## src/rtl/uart_core.sv

```systemverilog
// Full-duplex 8N1 UART: TX serialiser and RX deserialiser on one baud divider.
// Ports: clk, rst_n, start, txin, tx, rx, rxout, rxdone, txdone (+frame_err if UART_FRAME_ERR_EN).
module uart_core #(
  parameter int CLK_FREQ  = 1000000,
  parameter int BAUD_RATE = 9600
) (
  input  logic       clk,
  input  logic       rst_n,
  input  logic       start,
  input  logic [7:0] txin,
  output logic       tx,
  input  logic       rx,
  output logic [7:0] rxout,
  output logic       rxdone,
  output logic       txdone
`ifdef UART_FRAME_ERR_EN
  ,
  output logic       frame_err
`endif
);

  localparam int CPB = CLK_FREQ / BAUD_RATE;
  localparam int CW  = $clog2(CPB);

  typedef enum logic [1:0] {
    TX_IDLE, TX_START, TX_DATA, TX_STOP
  } tx_st_t;

  typedef enum logic [2:0] {
    RX_IDLE, RX_START, RX_DATA, RX_STOP, RX_HOLD
  } rx_st_t;

  tx_st_t        r_tx_st, w_tx_ns;
  logic [CW-1:0] r_tx_cnt, w_tx_cnt;
  logic [7:0]    r_tx_sh, w_tx_sh;
  logic [2:0]    r_tx_idx, w_tx_idx;
  logic          r_txdone, w_txdone;
  logic          w_tx_end;

  rx_st_t        r_rx_st, w_rx_ns;
  logic [CW-1:0] r_rx_cnt, w_rx_cnt;
  logic [7:0]    r_rx_sh, w_rx_sh;
  logic [2:0]    r_rx_idx, w_rx_idx;
  logic [7:0]    r_rxout, w_rxout;
  logic          r_rxdone, w_rxdone;
  logic          r_rx_s1, r_rx_s2;
  logic          w_rx_end, w_rx_half;
`ifdef UART_FRAME_ERR_EN
  logic          r_ferr, w_ferr;
  assign frame_err = r_ferr;
`endif

  assign w_tx_end  = (r_tx_cnt == CW'(CPB - 1));
  assign w_rx_end  = (r_rx_cnt == CW'(CPB - 1));
  assign w_rx_half = (r_rx_cnt == CW'(CPB / 2 - 1));

  assign txdone = r_txdone;
  assign rxdone = r_rxdone;
  assign rxout  = r_rxout;

  always_ff @(posedge clk or negedge rst_n) begin
    if (!rst_n) begin
      r_tx_st  <= TX_IDLE;
      r_tx_cnt <= '0;
      r_tx_sh  <= '0;
      r_tx_idx <= '0;
      r_txdone <= 1'b0;
    end else begin
      r_tx_st  <= w_tx_ns;
      r_tx_cnt <= w_tx_cnt;
      r_tx_sh  <= w_tx_sh;
      r_tx_idx <= w_tx_idx;
      r_txdone <= w_txdone;
    end
  end

  always_comb begin
    w_tx_ns  = r_tx_st;
    w_tx_cnt = r_tx_cnt + 1'b1;
    w_tx_sh  = r_tx_sh;
    w_tx_idx = r_tx_idx;
    w_txdone = 1'b0;
    tx       = 1'b1;
    case (r_tx_st)
      TX_IDLE: begin
        w_tx_cnt = '0;
        if (start) begin
          w_tx_ns  = TX_START;
          w_tx_sh  = txin;
          w_tx_idx = '0;
        end
      end
      TX_START: begin
        tx = 1'b0;
        if (w_tx_end) begin
          w_tx_ns  = TX_DATA;
          w_tx_cnt = '0;
        end
      end
      TX_DATA: begin
        tx = r_tx_sh[0];
        if (w_tx_end) begin
          w_tx_cnt = '0;
          w_tx_sh  = {1'b0, r_tx_sh[7:1]};
          w_tx_idx = r_tx_idx + 1'b1;
          if (r_tx_idx == 3'd7) w_tx_ns = TX_STOP;
        end
      end
      TX_STOP: begin
        if (w_tx_end) begin
          w_tx_ns  = TX_IDLE;
          w_tx_cnt = '0;
          w_txdone = 1'b1;
        end
      end
      default: w_tx_ns = TX_IDLE;
    endcase
  end

  // Two-flop synchroniser; idles high so reset does not look like a start bit.
  always_ff @(posedge clk or negedge rst_n) begin
    if (!rst_n) begin
      r_rx_s1  <= 1'b1;
      r_rx_s2  <= 1'b1;
      r_rx_st  <= RX_IDLE;
      r_rx_cnt <= '0;
      r_rx_sh  <= '0;
      r_rx_idx <= '0;
      r_rxout  <= '0;
      r_rxdone <= 1'b0;
`ifdef UART_FRAME_ERR_EN
      r_ferr   <= 1'b0;
`endif
    end else begin
      r_rx_s1  <= rx;
      r_rx_s2  <= r_rx_s1;
      r_rx_st  <= w_rx_ns;
      r_rx_cnt <= w_rx_cnt;
      r_rx_sh  <= w_rx_sh;
      r_rx_idx <= w_rx_idx;
      r_rxout  <= w_rxout;
      r_rxdone <= w_rxdone;
`ifdef UART_FRAME_ERR_EN
      r_ferr   <= w_ferr;
`endif
    end
  end

  always_comb begin
    w_rx_ns  = r_rx_st;
    w_rx_cnt = r_rx_cnt + 1'b1;
    w_rx_sh  = r_rx_sh;
    w_rx_idx = r_rx_idx;
    w_rxout  = r_rxout;
    w_rxdone = 1'b0;
`ifdef UART_FRAME_ERR_EN
    w_ferr   = 1'b0;
`endif
    case (r_rx_st)
      RX_IDLE: begin
        w_rx_cnt = '0;
        if (!r_rx_s2) w_rx_ns = RX_START;
      end
      RX_START: begin
        // Half-bit delay puts every later sample at mid-bit.
        if (w_rx_half) begin
          w_rx_cnt = '0;
          w_rx_idx = '0;
          w_rx_ns  = r_rx_s2 ? RX_IDLE : RX_DATA;
        end
      end
      RX_DATA: begin
        if (w_rx_end) begin
          w_rx_cnt = '0;
          w_rx_sh  = {r_rx_s2, r_rx_sh[7:1]};
          w_rx_idx = r_rx_idx + 1'b1;
          if (r_rx_idx == 3'd7) w_rx_ns = RX_STOP;
        end
      end
      RX_STOP: begin
        if (w_rx_end) begin
          w_rx_cnt = '0;
          w_rx_ns  = RX_IDLE;
`ifdef UART_FRAME_ERR_EN
          if (r_rx_s2) begin
            w_rxout  = r_rx_sh;
            w_rxdone = 1'b1;
          end else begin
            w_ferr  = 1'b1;
            w_rx_ns = RX_HOLD;
          end
`else
          w_rxout  = r_rx_sh;
          w_rxdone = 1'b1;
`endif
        end
      end
      RX_HOLD: begin
        // Broken frame: wait for the line to return high before re-arming.
        w_rx_cnt = '0;
        if (r_rx_s2) w_rx_ns = RX_IDLE;
      end
      default: w_rx_ns = RX_IDLE;
    endcase
  end

endmodule

```

## config.mk

```make
export PLATFORM = sky130hd
export DESIGN_NAME = uart_core
export DESIGN_NICKNAME = d
export VERILOG_FILES = /design/src/rtl/uart_core.sv
export SDC_FILE = /design/constraint.sdc
export NUM_CORES = 1
export LEC_CHECK = 0
export ABC_AREA = 1
export CAP_MARGIN = 25
export CORE_MARGIN = 3
export CORE_UTILIZATION = 35
export CTS_CLUSTER_DIAMETER = 50
export DETAILED_ROUTE_END_ITERATION = 6
export GPL_TIMING_DRIVEN = 0
export PLACE_DENSITY = 0.56
export SLEW_MARGIN = 20
export SYNTH_ARGS = -nofsm -noshare
export SYNTH_HDL_FRONTEND = slang
export SYNTH_SLANG_ARGS = --single-unit
```

## constraint.sdc

```tcl
create_clock -name clk -period 1.8 [get_ports clk]
set_input_delay 0.27 -clock clk [delete_from_list [all_inputs] [get_ports clk]]
set_output_delay 0.27 -clock clk [all_outputs]
set_load 0.01 [all_outputs]
```

# --- Word level (Yosys, flattened, before mapping) ---
# Index checks and enable logic that the tools add are counted.
totals:
  register_bits: 53
  output_inout_bits: 11
op_classes:
  add_sub_neg: 4
  mux: 33
  eq_ne: 23
  n_reduce_logical: 13
op_table:
  columns: ["operator", "count"]
  rows:
  - ["2-to-1 mux 3 bit", 10]
  - ["!= test 2 bit, second input constant", 11]
  - ["2-to-1 mux 7 bit", 3]
  - ["case mux 7 bit (3 select lines)", 1]
  - ["2-to-1 mux 8 bit", 2]
  - ["case mux 8 bit (2 select lines)", 1]
  - ["case mux 3 bit (5 select lines)", 1]
  - ["adder 7 x 1 -> 7 bit, second input constant", 2]
  - ["== test 7 bit, second input constant", 2]
  - ["case mux 7 bit (2 select lines)", 1]
  - ["2-to-1 mux 2 bit", 6]
  - ["case mux 3 bit (2 select lines)", 2]
  - ["== test 3 bit, second input constant", 3]
  - ["case mux 2 bit (4 select lines)", 1]
  - ["== test 7 x 6 -> 1 bit, second input constant", 1]
  - ["adder 3 x 1 -> 3 bit, second input constant", 2]
  - ["== test 3 x 2 -> 1 bit, second input constant", 2]
  - ["AND reduction 3 bit", 2]
  - ["AND reduction 6 bit", 1]
  - ["AND reduction 5 bit", 1]
  - ["== test 2 bit, second input constant", 2]
  - ["2-to-1 mux 1 bit", 4]
  - ["AND reduction 2 bit", 2]
  - ["nonzero test 2 bit", 2]
  - ["other kinds (7)", 8]

# --- Logic depth before layout (Yosys ltp) ---
logic_depth:
  depth_word: 4
  mapped_depth: 9
  depth_no_buf: 8

# --- Worst setup path after synthesis ---
# OpenSTA, ideal clock, no wires.
synth_path:
  kind: "reg-to-output"
  from: "register r_tx_st[0]"
  to: "output tx"
  path_buffers: 2
  path_slack_ps: 318
  arrival_time_ps: 1212
  stages_incl_launch_ff: 6
  cell_sequence: "dfrtp_1 -> inv_1 -> ha_1 -> buf_2 -> buf_2 -> o21ai_0"
synth_via:
  elab_chain_cells: 2
  word_cells_on_any_way: 3
synth_lines:
  columns: ["element", "line", "rtl"]
  rows:
  - ["start, declared", "33", "tx_st_t r_tx_st, w_tx_ns;"]
  - ["start signal, assigned", "69", "r_tx_st <= w_tx_ns;"]
  - ["== test 2 bit or == test 2 x 1 -> 1 bit (tied branches)", "84", "case (r_tx_st)"]
  - ["case mux 1 bit (2 select lines) (*)", "84", null]
  - ["end, declared", "11", "output logic tx,"]
# Mark *: on every way between the ends. The rest lies on a longest branch, timed or not.

# --- Worst setup path after layout ---
# Same ends and word-level chain as after synthesis.

==> qor.csv <==
stage,metric,value,unit
status,status,finished with violations,
status,failing checks,negative hold slack,
power,Pwr Density,1060,nW/um2
layout,Syn-to-layout area delta,17.6,%
cts,hold buffer count at cts,0,
synthesis,most common cell in the netlist,nand2_1,
setup_path,CP Class,reg2out,
power,worst vdd ir,0.843,mV
sta,endpoints failing setup,0,
layout,fraction of layout cells with a size suffix above 1,11.8,%
drt,DRC,0,
sta,"Slew Viols, Final",0,
cts,CTS buffer count,5,
synthesis,ys flop type,dfrtp_1,
cts,CTS tree,built,
cts,CTS H-tree depth,2,
drt,post-DR vias/cell,4.54,
drt,final WL,4.55,mm
cts,Worst-path clk slew,100,ps
sta,fmax,599,MHz
cts,Sink Count,52,
sta,min cycle time layout,1670,ps
drt,Detail Route Antenna Nets,0,
drt,DR pass1 iterations,4,
sta,Final WS setup,130,ps
sta,Worst-Margin Slew,654,ps
synthesis,Gate Count Post-Synth,293,
layout,Layout Utilization,42.8,%
sta,final period utilization,92.8,%
synthesis,Synth top cells by count,"nand2_1, dfrtp_1, nor2_1",
synthesis,Yosys cell types,28,
global_routing,GR peak layer,met2,
sta,headroom to the max-slew limit,56.4,%
global_routing,Total GRT Usage,12.2,%
synthesis,post-synth net total,315,
sta,Setup Skew,6.58,ps
drt,via count,1904,
synthesis,Post-synth ARST share,100,%
layout,ant diodes,0,
floorplan,die width,90.3,um
cts,clk_lat worst skew,300,ps
setup_path,CP Max Fanout,15,
floorplan,die height,90.3,um
sta,hold_ws,-23.2,ps
setup_path,Startpoint Class,flop,
floorplan,core area,6830,um2
drt,Routed wire per std cell,10.9,um
floorplan,FP Rows,30,
global_routing,grt total ovfl,0,
synthesis,leading area contributor after synthesis,dfrtp_1,
synthesis,#FFs+latches synth,52,
place,DP HPWL,3.20,mm
global_routing,largest net degree at the start of global routing,53,
drt,1st-iter DRT viols,61,
global_routing,vias in the first global route,1880,
global_routing,GR Util met2,20.8,%
place,Placer Congestion,0.764,
floorplan,Initial Util,36.4,%
run,max-cap violations,0,
sta,Final Hold Fails,26,
layout,final net count,344,
place,Post-Place Worst Slack,-200,ps
setup_path,CP Capture Type,primary output,
synthesis,Syn. warnings,0,
synthesis,Post-Syn Area per Cell,8.49,um2
place,Port Buffer Count,22,
floorplan,DIE AREA,8150,um2
global_routing,initial antenna violation count,0,
cts,CTS Buffer Depth,2,
min_path,type of the worst min-delay path,in2async,
global_routing,met1 Use GR,15.8,%
setup_path,required time worst endpoint,1530,ps
power,P_leak,1.54,nW
global_routing,M3 GR Usage,2.92,%
synthesis,"Seq/Total Area, Yosys",52.4,%
cts,CTS root buf,clkbuf_8,
synthesis,top area cells in the synthesized netlist,"dfrtp_1, nand2_1, ha_1, nor2_1, nand3_1",
setup_path,arrival time at the worst endpoint,1400,ps
synthesis,mapped cell area,2490,um2
global_routing,first-pass GRT wire length,8.37,mm
floorplan,IO Pins,23,
synthesis,"EDFF count, synth",0,
synthesis,share of the synthesized area in the top cell type,50.3,%
sta,RSZ-0062 raised after global routing,no,
layout make-up:
cell class | count | area [um2]
timing repair buffer | 23 | 220
clock buffer | 6 | 82.6
fill | 714 | 3910
inverter | 23 | 86.3
multi-input combinational | 211 | 1050
clock inverter | 2 | 13.8
sequential | 52 | 1300
tap | 96 | 120
buffer | 6 | 51.3
layout by cell type, fill, tap and decap left out:
cell / synthesis / layout
ha_1: 10 / 10
o21a_1: 2 / 2
o21ai_2: 3 / 3
clkdlybuf4s50_1: 0 / 20
buf_6: 2 / 3
a21oi_1: 2 / 2
nor2_1: 29 / 29
nand2_4: 2 / 2
inv_2: 5 / 5
dfrtp_1: 50 / 50
inv_6: 0 / 1
nand2_2: 4 / 4
clkinv_2: 0 / 1
xnor2_1: 1 / 1
xor2_1: 3 / 3
o21ai_1: 1 / 1
o21bai_1: 1 / 1
buf_4: 1 / 3
nand2_1: 109 / 109
buf_2: 4 / 2
nor2_2: 1 / 1
nand4_2: 1 / 1
o21ai_0: 11 / 11
nor2_4: 2 / 2
dfstp_2: 2 / 2
nor3_1: 1 / 1
o22ai_1: 1 / 1
inv_1: 18 / 18
clkbuf_2: 0 / 1
nand4_1: 7 / 7
clkbuf_8: 0 / 6
nand3_2: 1 / 1
nand3_1: 19 / 19
metrics by stage:
stage	total power, mW	instances	setup TNS, ps	instance area [um2]
after floorplan	2.13	293	0	2490
after global placement	2.39	411	-61390	2830
after detailed placement	2.40	411	-200	2820
after CTS	3.15	419	0	2930
after global routing	3.36	419	0	2920
final	3.09	419	0	2920
report_power, final:
group	switching, mW	leakage [nW]	internal [mW]
sequential	0.0891	0.686	1.32
clock	0.398	0.0516	0.315
combinational	0.610	0.799	0.357
state kept, by name, indices dropped and copies added, names as in the netlist:
| name | count |
|---|---|
| r_rx_s2 | 1 |
| r_tx_st | 2 |
| r_rx_s1 | 1 |
| r_rx_cnt | 7 |
| r_rx_sh | 8 |
| r_tx_idx | 3 |
| r_tx_cnt | 7 |
| txdone | 1 |
| rxdone | 1 |
| rxout | 8 |
| r_rx_idx | 3 |
| r_rx_st | 2 |
| r_tx_sh | 8 |
per-layer routing:
metal	part of all wire (%)	up-vias
met2	46	32
met1	49	880
met5	0	-
li1	-	987
met3	3.9	5
met4	0.64	0
final timing paths:
check | from | to | slack [ps] | cells past startpoint
max in group asynchronous | rst_n | r_tx_cnt[4] | 1370 | 1
min reg2reg | r_rx_s1 | r_rx_s2 | 360 | 0
min in group clk | r_rx_s1 | r_rx_s2 | 360 | 0
min | rst_n | r_rx_cnt[6] | -20 | 1
max reg2reg | r_tx_st[1] | r_tx_idx[2] | 250 | 8
max | r_tx_st[0] | tx | 130 | 5
critical path, cell delays in order (launching register included):
cell and delay [ps]:
dfrtp_1 360, inv_1 60, ha_1 200, buf_6 150
o21ai_0 160, clkbuf_2 160
kinds of logic (layout without fill, tap and decap cells):
family / Yosys count / in the layout / synth area share (%)
and+or+nand+nor: 176 / 176 / 30.6
DFF: 52 / 52 / 52.4
buffers and inverters: 30 / 60 / 5.49
AOI/OAI and AO/OA: 21 / 21 / 5.03
adders and majority gates: 10 / 10 / 5.03
xor gates and xnor gates: 4 / 4 / 1.41
what timing repair did:
item                                    4_1_cts  5_1_grt
setup buffers                                 1        0
endpoints found under the setup margin        1        1
resized for setup                             3        3
pin swaps                                     0        0
Note: power is estimated with default switching activity, not from simulation.
